`src/rtl/clock_set_ctrl.sv`:
```
// Mode/sequencing controller for the clock counter chain: 1 Hz prescaler,
// front-panel button debounce, and the RUN / SET_MIN / SET_HOUR set sequence.
module clock_set_ctrl #(
  parameter int CNT_1HZ = 50000000,
  parameter int DEB_CYC = 500000,
  parameter int RPT_DLY = 50000000,
  parameter int RPT_PER = 12500000
) (
  input  logic       clk,
  input  logic       rst,
  input  logic       mode_btn,
  input  logic       set_btn,
  output logic       en1hz,
  output logic       sec_clr,
  output logic       min_inc,
  output logic       hour_inc,
  output logic [1:0] mode,
  output logic       blink
);

  // state    | meaning
  // RUN      | normal timekeeping, en1hz pulses to the seconds chain
  // SET_MIN  | set button increments minutes, display blinks
  // SET_HOUR | set button increments hours, display blinks
  typedef enum logic [1:0] {
    RUN      = 2'd0,
    SET_MIN  = 2'd1,
    SET_HOUR = 2'd2
  } state_t;

  localparam int PW = (CNT_1HZ > 1) ? $clog2(CNT_1HZ) : 1;
  localparam int DW = (DEB_CYC > 1) ? $clog2(DEB_CYC) : 1;
  localparam int HW = $clog2(RPT_DLY + 1);
  localparam int RW = (RPT_PER > 1) ? $clog2(RPT_PER) : 1;

  state_t        state, next_state;
  logic [PW-1:0] pcnt;
  logic          tick;
  logic [1:0]    btn, s1, s2, deb, deb_d, press;
  logic [DW-1:0] dcnt [2];
  logic [HW-1:0] hcnt;
  logic [RW-1:0] rcnt;
  logic          mode_press, set_press, strobe, hold_clr;
  logic          min_nx, hour_nx;

  assign btn = {set_btn, mode_btn};

  // bit 0 = mode button, bit 1 = set button
  always_ff @(posedge clk) begin
    if (!rst) begin
      s1      <= '0;
      s2      <= '0;
      deb     <= '0;
      deb_d   <= '0;
      dcnt[0] <= '0;
      dcnt[1] <= '0;
    end else begin
      s1    <= btn;
      s2    <= s1;
      deb_d <= deb;
      for (int i = 0; i < 2; i++) begin
        if (s2[i] == deb[i]) begin
          dcnt[i] <= '0;
        end else if (dcnt[i] == DW'(DEB_CYC - 1)) begin
          deb[i]  <= s2[i];
          dcnt[i] <= '0;
        end else begin
          dcnt[i] <= dcnt[i] + DW'(1);
        end
      end
    end
  end

  assign press      = deb & ~deb_d;
  assign mode_press = press[0];
  assign set_press  = press[1];
  assign tick       = (pcnt == PW'(CNT_1HZ - 1));

  always_comb begin
    next_state = state;
    min_nx     = 1'b0;
    hour_nx    = 1'b0;
    case (state)
      RUN: begin
        if (mode_press) next_state = SET_MIN;
      end
      SET_MIN: begin
        if (mode_press)                next_state = SET_HOUR;
        else if (set_press || strobe)  min_nx     = 1'b1;
      end
      SET_HOUR: begin
        if (mode_press)                next_state = RUN;
        else if (set_press || strobe)  hour_nx    = 1'b1;
      end
      default: next_state = RUN;
    endcase
  end

  // Hold time only accumulates while a set mode stays put with the button down
  assign hold_clr = !deb[1] || (state == RUN) || (next_state != state);
  assign strobe   = deb[1] && (hcnt == HW'(RPT_DLY)) && (rcnt == RW'(RPT_PER - 1));

  always_ff @(posedge clk) begin
    if (!rst) begin
      hcnt <= '0;
      rcnt <= '0;
    end else if (hold_clr) begin
      hcnt <= '0;
      rcnt <= '0;
    end else if (hcnt != HW'(RPT_DLY)) begin
      hcnt <= hcnt + HW'(1);
    end else if (rcnt == RW'(RPT_PER - 1)) begin
      rcnt <= '0;
    end else begin
      rcnt <= rcnt + RW'(1);
    end
  end

  always_ff @(posedge clk) begin
    if (!rst) begin
      state    <= RUN;
      pcnt     <= '0;
      en1hz    <= 1'b0;
      sec_clr  <= 1'b0;
      min_inc  <= 1'b0;
      hour_inc <= 1'b0;
      blink    <= 1'b0;
    end else begin
      state <= next_state;
      // Returning to RUN restarts the second so the first en1hz is a full period away
      if ((state == SET_HOUR && next_state == RUN) || tick) pcnt <= '0;
      else                                                   pcnt <= pcnt + PW'(1);
      en1hz    <= tick && (state == RUN);
      sec_clr  <= (state == RUN) && (next_state == SET_MIN);
      min_inc  <= min_nx;
      hour_inc <= hour_nx;
      blink    <= (state != RUN) && (pcnt < PW'(CNT_1HZ / 2));
    end
  end

  assign mode = state;

endmodule

```
`config.mk`:
```
export PLATFORM = sky130hd
export DESIGN_NAME = clock_set_ctrl
export DESIGN_NICKNAME = d
export VERILOG_FILES = /design/src/rtl/clock_set_ctrl.sv
export SDC_FILE = /design/constraint.sdc
export NUM_CORES = 1
export LEC_CHECK = 0
export CORE_ASPECT_RATIO = 1.75
export CORE_MARGIN = 5
export CORE_UTILIZATION = 40
export DETAILED_ROUTE_END_ITERATION = 10
export PLACE_DENSITY = 0.52
export SLEW_MARGIN = 10
export SYNTH_ARGS = -nofsm -noshare
export SYNTH_HDL_FRONTEND = slang
export SYNTH_SLANG_ARGS = --single-unit
```
`constraint.sdc`:
```
create_clock -name clk -period 3.4 [get_ports clk]
set_input_delay 0.34 -clock clk [delete_from_list [all_inputs] [get_ports clk]]
set_output_delay 0.34 -clock clk [all_outputs]
set_load 0.01 [all_outputs]
```
After elaboration in Yosys (flattened, before gate mapping)
Memory sizes are Yosys's and may differ from the RTL's. Cells that the tools add are included.

$add $sub $neg: 5. $lt $le $gt $ge: 1. Equal/unequal tests: 12. Muxes and demuxes: 36. Bitwise gates (word level): 11. Reduce and logical (&&, ||, !) cells: 20.

Operators by type and width (number): 19-bit 2-to-1 mux (6); 26-bit by 1-bit adder with 26-bit output (second input constant) (2); 26-bit == test (second input constant) (2); 19-bit by 1-bit adder with 19-bit output (second input constant) (2); 19-bit == test (second input constant) (2); 26-bit by 25-bit less-than comparator with 1-bit output (second input constant) (1); 26-bit != test (second input constant) (1); 1-bit 2-to-1 mux (25); 24-bit by 1-bit adder with 24-bit output (second input constant) (1); 24-bit == test (second input constant) (1); 24-bit 2-to-1 mux (1); 2-bit AND reduction (4); 1-bit logical AND (6); 2-bit 2-to-1 mux (3); 1-bit OR (6); 2-bit case mux with 3 select lines (1); 2-bit by 1-bit == test with 1-bit output (second input constant) (2); 2-bit zero test (2); 1-bit logical OR (4); 2-bit OR reduction (2); 1-bit inverter (3); 2-bit bitwise AND (1); 1-bit == test (2); 2-bit == test (second input constant) (1); 4 further kinds (4).

Register bits after elaboration: 91. Bits in writable memories: 38. Input bits: 4. Output and inout port bits: 7. Logic and storage cells: 100. Memories: 1.

Memories: dcnt (words 2, bits a word 19, read ports 2, clocked after memory_dff 0, wr ports 2, line 40) `logic [DW-1:0] dcnt [2];`.

Longest topological paths before layout
Gate-level depths: netlist of the first run.

Word-level depth: 8. Depth in mapped cells: 8. Mapped depth without buffers: 7.

Worst setup path before layout of the first run
OpenSTA, ideal clock, no wires.

Path kind: reg-to-reg. Start: memory dcnt[0][15] in the netlist's numbering. End: memory dcnt[0][10] in the netlist's numbering, data pin. Setup time: 0.254 ns. Arrival: 1.941 ns. Data required time: 3.146 ns. Setup slack: 1.205 ns. Stages on the path, launching flop included: 7. Path through: edfxtp_1 > nand3_1 > or4b_2 > nor4_1 > nand3b_2 > buf_4 > nor2_1.

RTL lines (line): from (decl) (40).

==> results.tsv, run 1 <==
metric	value	unit
hold_ws	0.446	ns
Post-Synthesis Cells	674	
initial antenna violation count	0	
Final period util	72.3	%
Detailed Place HPWL	9290	um
Worst setup SP type	register	
Flop pwr share	46.4	%
Post-Syn Area	0.00619	sq mm
sw frac	21.4	%
outcome	finished clean	
grt ovf	0	
port bufs	10	
Commonest cells post-synth	nor2_1, dfxtp_1, xor2_1, nand3_1, nand2_1	
relative slew slack	46.6	%
CTS clk-pin slew, worst paths	0.06	ns
share of the synthesized area in the top cell type	29.4	%
Sink Count	129	
Vias	4789	
drt pass-1 iters	4	
VDD IR-drop max	0.000250	V
CTS buffer count	17	
Worst-Skew Late Latency	0.41	ns
hold_buf cts	0	
RSZ-0062 raised after global routing	no	
Die Y	175	um
total wire length	12900	um
Syn. warnings	0	
arrival time of the worst setup path	2.59	ns
placeable core region	0.0153	sq mm
postcts setup bufs	0	
Slew @ Worst Pin	0.798	ns
Final setup viols	0	
Slowest-stage cell, CP	or4b_2	
DR vias/cell	5.21	
Layout Nets	731	
Synth Flop Type	dfxtp_1	
Setup CP Type	reg -> reg	
clock network power share	51.9	%
count leader, synth	nor2_1	
cell taking the most area after synthesis	dfxtp_1	
Post-synth EDFFs	38	
Placed Cells incl. Taps	888	
Avg Synthesized Cell Area	9.19	sq um
Net Sw Power	0.000754	W
worst r2r src	dcnt[0][15]	
ranking of synthesized cells by area	dfxtp_1, edfxtp_1, xor2_1	
Final Skew	0.0112	ns
worst hold start	s1[0]	
Leak	2.41	nW
Root Driver	clkbuf_16	
DRC viols	0	
Layout Area Growth over Synthesis	16.3	%
CTS tree	built	
Clock Path Buffers	2	
Final Non-Filler Cells	920	
CP Launch Point	dcnt[0][15]	
pin count of the biggest net entering global routing	31	
Initial DRC Count	149	
hold crit path type	reg -> reg	
crit-path max cell delay	0.65	ns
Yosys cell types	52	
pre-CTS setup slack	0.886	ns
row cnt	60	
vias in the first global route	4900	
Comb pwr share	1.7	%
Setup WS post-layout	0.941	ns
CTS resizes	0	
die area	0.0182	sq mm
global-route wire length before repair	22600	um
asr flop ratio synth	0	%
fin. max-slew vios	0	
GR Util All Layers	14.9	%
TNS Setup	0	ns
io pins	11	
post-layout min period	2.46	ns
register area share after synthesis	47.8	%
Antenna Nets Post-Route	0	
Initial Util	40.4	%
internal power	0.00276	W
max cap viols	0	
Hold Violations, Final	0	
crit path cell chain	nand3_1 -> or4b_2 -> nor4_1 -> nand3b_2 -> nor2_1	
worst-path maximum fanout	19	
Diodes inserted	0	
Die Wd	104	um
Worst setup EP type	register	
H-tree depth	4	
final core occ	47.0	%
routability cong.	0.771	
Max Freq	407	MHz
CP Data Required Time	3.53	ns
fraction of final layout cells sized beyond drive strength 1	6.95	%
PD cells	488	mW/mm^2
#FFs+latches synth	129	
WL/cell	14.0	um
power by group through the flow:
| stage | sequential (W) | combinational (W) | clock, W |
|---|---|---|---|
| final | 0.00163 | 0.0000582 | 0.00183 |
| after global routing | 0.00164 | 0.0000685 | 0.00195 |
| after CTS | 0.00163 | 0.0000580 | 0.00188 |
| after detailed placement | 0.00167 | 0.0000573 | 0 |
| after global placement | 0.00167 | 0.0000576 | 0 |
| after floorplan | 0.00166 | 0.0000453 | 0 |
worst max-delay path: cells and delay by family (launching register included):
| family | cells | cell delay (ns) |
|---|---|---|
| and+or+nand+nor | 5 | 1.79 |
| DFF | 1 | 0.40 |
layout by cell type, fill, tap and decap left out, drive strengths merged, types with 10 or more instances in the layout:
cell type,Yosys,final
or3,10,10
and4,11,11
nor3,10,10
a21oi,15,15
nor2,122,122
nand4,36,36
xnor2,39,39
clkbuf,20,18
and2,11,11
nor4,22,22
clkdlybuf4s50,0,10
conb,1,38
xor2,56,56
nand3,43,43
and3,18,18
inv,16,21
dfxtp,91,91
nand2,40,40
edfxtp,38,38
flip-flops by register name, indices dropped and copies added, names as in the netlist:
signal,count
dcnt,38
hcnt,26
pcnt,26
rcnt,24
deb,2
deb_d,2
mode,2
s1,2
s2,2
blink,1
en1hz,1
hour_inc,1
min_inc,1
sec_clr,1
metal layers:
metal | up-vias | routed length [um] | share of wire (%) | global-route usage (%)
met3 | 12 | 243 | 1.9 | 3.03
li1 | 2446 | - | - | -
met1 | 2283 | 5240 | 41 | 15.3
met5 | - | 0 | 0 | 0
met2 | 48 | 7210 | 56 | 29.2
met4 | 0 | 177 | 1.4 | 5.51
layout make-up:
| class | instances | area [sq um] |
|---|---|---|
| well taps | 186 | 233 |
| fillers | 1533 | 8110 |
| multi-input cells | 543 | 3220 |
| clock buffers | 18 | 450 |
| repair buffers | 14 | 130 |
| inverters | 16 | 60.1 |
| flip-flops and latches | 129 | 2960 |
| clock inverters | 14 | 151 |
final timing paths:
check	slack (ns)	end	cells past startpoint
min reg2reg	0.45	s2[0]	1
max reg2reg	0.94	dcnt[0][10]	5
min	0.45	s2[0]	1
max	0.94	dcnt[0][10]	5
cells by family after synthesis:
| kind of cell | count (synthesis) | synth area share (%) |
|---|---|---|
| and+or+nand+nor | 362 | 30.7 |
| AOI/OAI and AO/OA | 38 | 3.70 |
| adders and majority gates | 6 | 1.21 |
| xor gates and xnor gates | 95 | 13.4 |
| DFF | 129 | 47.8 |
| muxes | 4 | 0.647 |
| buffers and inverters | 39 | 2.44 |
| other | 1 | 0.0606 |
through the flow:
stage | area (sq um) | power (W)
6_report | 7200 | 0.00352
3_3_place_gp | 6600 | 0.00172
2_1_floorplan | 6330 | 0.00170
5_1_grt | 7200 | 0.00366
3_5_place_dp | 6600 | 0.00172
4_1_cts | 7200 | 0.00357
Note: power is estimated with default switching activity, not from simulation.
==> run 2, diff against run 1 <==
--- a/config.mk
+++ b/config.mk
@@ -9,7 +9,7 @@
 export CORE_MARGIN = 5
 export CORE_UTILIZATION = 40
 export DETAILED_ROUTE_END_ITERATION = 10
-export PLACE_DENSITY = 0.52
+export PLACE_DENSITY = 0.54
 export SLEW_MARGIN = 10
 export SYNTH_ARGS = -nofsm -noshare
 export SYNTH_HDL_FRONTEND = slang
==> constraint.sdc (replaced) <==
create_clock -name clk -period 2.1 [get_ports clk]
set_input_delay 0.21 -clock clk [delete_from_list [all_inputs] [get_ports clk]]
set_output_delay 0.21 -clock clk [all_outputs]
set_load 0.01 [all_outputs]
==> results.tsv, run 2 (synthesis gave the netlist of run 1 again) <==
metric	value	unit	change
Worst setup SP type	register		
Antenna Nets Post-Route	0		unchanged
Vias	4928		+2.9%
pre-CTS setup slack	0.0145	ns	-0.871 ns
PD cells	728	mW/mm^2	+49%
placed instance area	0.00691	sq mm	+4.7%
Initial DRC Count	134		-10%
Initial Util	40.4	%	unchanged
DR vias/cell	5.14		-1.2%
pin count of the biggest net entering global routing	31		unchanged
Setup CP Type	reg -> reg		
Layout Area Growth over Synthesis	22.4	%	
final instance area	0.00758	sq mm	+5.2%
hold_ws	0.391	ns	-0.0544 ns
Worst setup EP type	register		
Diodes inserted	0		unchanged
Worst-Skew Late Latency	0.41	ns	about the same
Hold Violations, Final	0		unchanged
crit-path max cell delay	0.52	ns	-0.13 ns
biggest registers after layout	dcnt: 38 flops, hcnt: 26 flops, pcnt: 26 flops		
row cnt	60		unchanged
Setup WS post-layout	0.109	ns	-0.832 ns
global-route wire length before repair	23100	um	+2.5%
port bufs	10		unchanged
Layout Nets	769		+5.2%
Final setup viols	0		unchanged
grt ovf	0		unchanged
die area	0.0182	sq mm	unchanged
CP Data Required Time	2.43	ns	-1.10 ns
Final Skew	0.0106	ns	-0.000570 ns
leading cell types in the layout, fill and taps excluded	nor2_1, dfxtp_1, xor2_1		
drt pass-1 iters	4		unchanged
total wire length	13400	um	+3.9%
Die Wd	104	um	unchanged
CTS clk-pin slew, worst paths	0.05	ns	about the same
Sink Count	129		unchanged
TNS Setup	0	ns	unchanged
Root Driver	clkbuf_16		
most common cell after layout, fill and taps aside	nor2_1		
arrival time of the worst setup path	2.33	ns	-0.26 ns
Largest Register	dcnt		
fraction of final layout cells sized beyond drive strength 1	12.6	%	+5.6 points
Max Freq	502	MHz	+24%
fin. max-slew vios	0		unchanged
initial antenna violation count	0		unchanged
Final period util	94.8	%	+22 points
Slowest-stage cell, CP	or4b_4		
hold_buf cts	0		unchanged
Filler Cells Inserted	1464		-4.5%
outcome	finished clean		
placeable core region	0.0153	sq mm	unchanged
Leak	2.63	nW	+9.2%
DRC viols	0		unchanged
relative slew slack	58.2	%	+12 points
worst-path maximum fanout	4		-15
post-layout min period	1.99	ns	-0.468 ns
crit path cell chain	nand4_2 -> or4b_4 -> or2_4 -> or4_1 -> a21oi_1		
CTS buffer count	17		unchanged
Die Y	175	um	unchanged
GR Util All Layers	15.1	%	+0.19 points
Clock Path Buffers	2		unchanged
io pins	11		unchanged
hold crit path type	in -> reg		
CTS tree	built		
CP Buf/Inv Count	0		unchanged
max reg flops	38		unchanged
WL/cell	14.0	um	-0.24%
Slew @ Worst Pin	0.626	ns	-0.173 ns
RSZ-0062 raised after global routing	no		
routability cong.	0.793		+2.7%
VDD IR-drop max	0.000377	V	+50%
vias in the first global route	5098		+4.0%
Detailed Place HPWL	9420	um	+1.4%
H-tree depth	4		unchanged
max cap viols	0		unchanged
CP delay by family, top	simple AND/OR/NAND/NOR gates		
==> run 2: cell types whose count changed in the layout (fill, tap and decap cells not counted), sizes merged <==
cell and delta:
buf +36, clkinvlp +2, clkbuf +2, clkinv +1, nand3b +2, inv -5
==> run 2: final timing paths <==
path | startpoint | to | slack, ns | depth (start not counted)
worst max register to register | rcnt[6] | rcnt[21] | 0.11 | 5
worst max-delay path | rcnt[6] | rcnt[21] | 0.11 | 5
worst min-delay path | mode_btn | s1[0] | 0.39 | 2
worst min register to register | deb_d[1] | min_inc | 0.43 | 1
==> run 2: per-layer routing <==
layer	up-vias	global-route usage (%)	wire length [um]
li1	2509	-	-
met4	0	6.37	285
met3	25	2.81	225
met2	45	29.0	7400
met1	2349	15.8	5460
met5	-	0	0
==> run 2: power breakdown <==
part / internal (W) / leakage [nW] / total [W] / switching [W]
combinational: 0.0000509 / 1.24 / 0.000116 / 0.0000652
clock: 0.00173 / 0.264 / 0.00276 / 0.00104
sequential: 0.00260 / 1.13 / 0.00264 / 0.0000399
total: 0.00438 / 2.63 / 0.00552 / 0.00114
==> run 2: cell type report <==
type	instances	area (sq um)	area share, %
inverter	16	60.1	0.792
clock inverter	12	118	1.55
multi-input combinational	545	3330	43.9
sequential	129	2970	39.1
tap	186	233	3.07
clock buffer	20	437	5.76
timing repair buffer	50	438	5.78
==> run 2: worst register-to-register path: cells and delay by family (launching register included) <==
| kind | cells | cell delay [ns] |
|---|---|---|
| and+or+nand+nor | 4 | 1.37 |
| DFF | 1 | 0.40 |
| AOI/OAI and AO/OA | 1 | 0.15 |
==> run 2: what timing repair did <==
item | 4_1_cts | 5_1_grt
cloned | 0 | 2
setup buffers | 2 | 1
gates resized for setup | 0 | 16
pin swaps | 0 | 2
endpoints found under the setup margin | 1 | 53
==> run 2: stage by stage <==
step / utilization, % / power (W) / std cells
6_report: 49.5 / 0.00552 / 958
5_1_grt: 49.5 / 0.00574 / 958
4_1_cts: 48.8 / 0.00560 / 955
3_5_place_dp: 45.1 / 0.00281 / 921
3_3_place_gp: 45.1 / 0.00280 / 921
2_1_floorplan: - / 0.00276 / 711
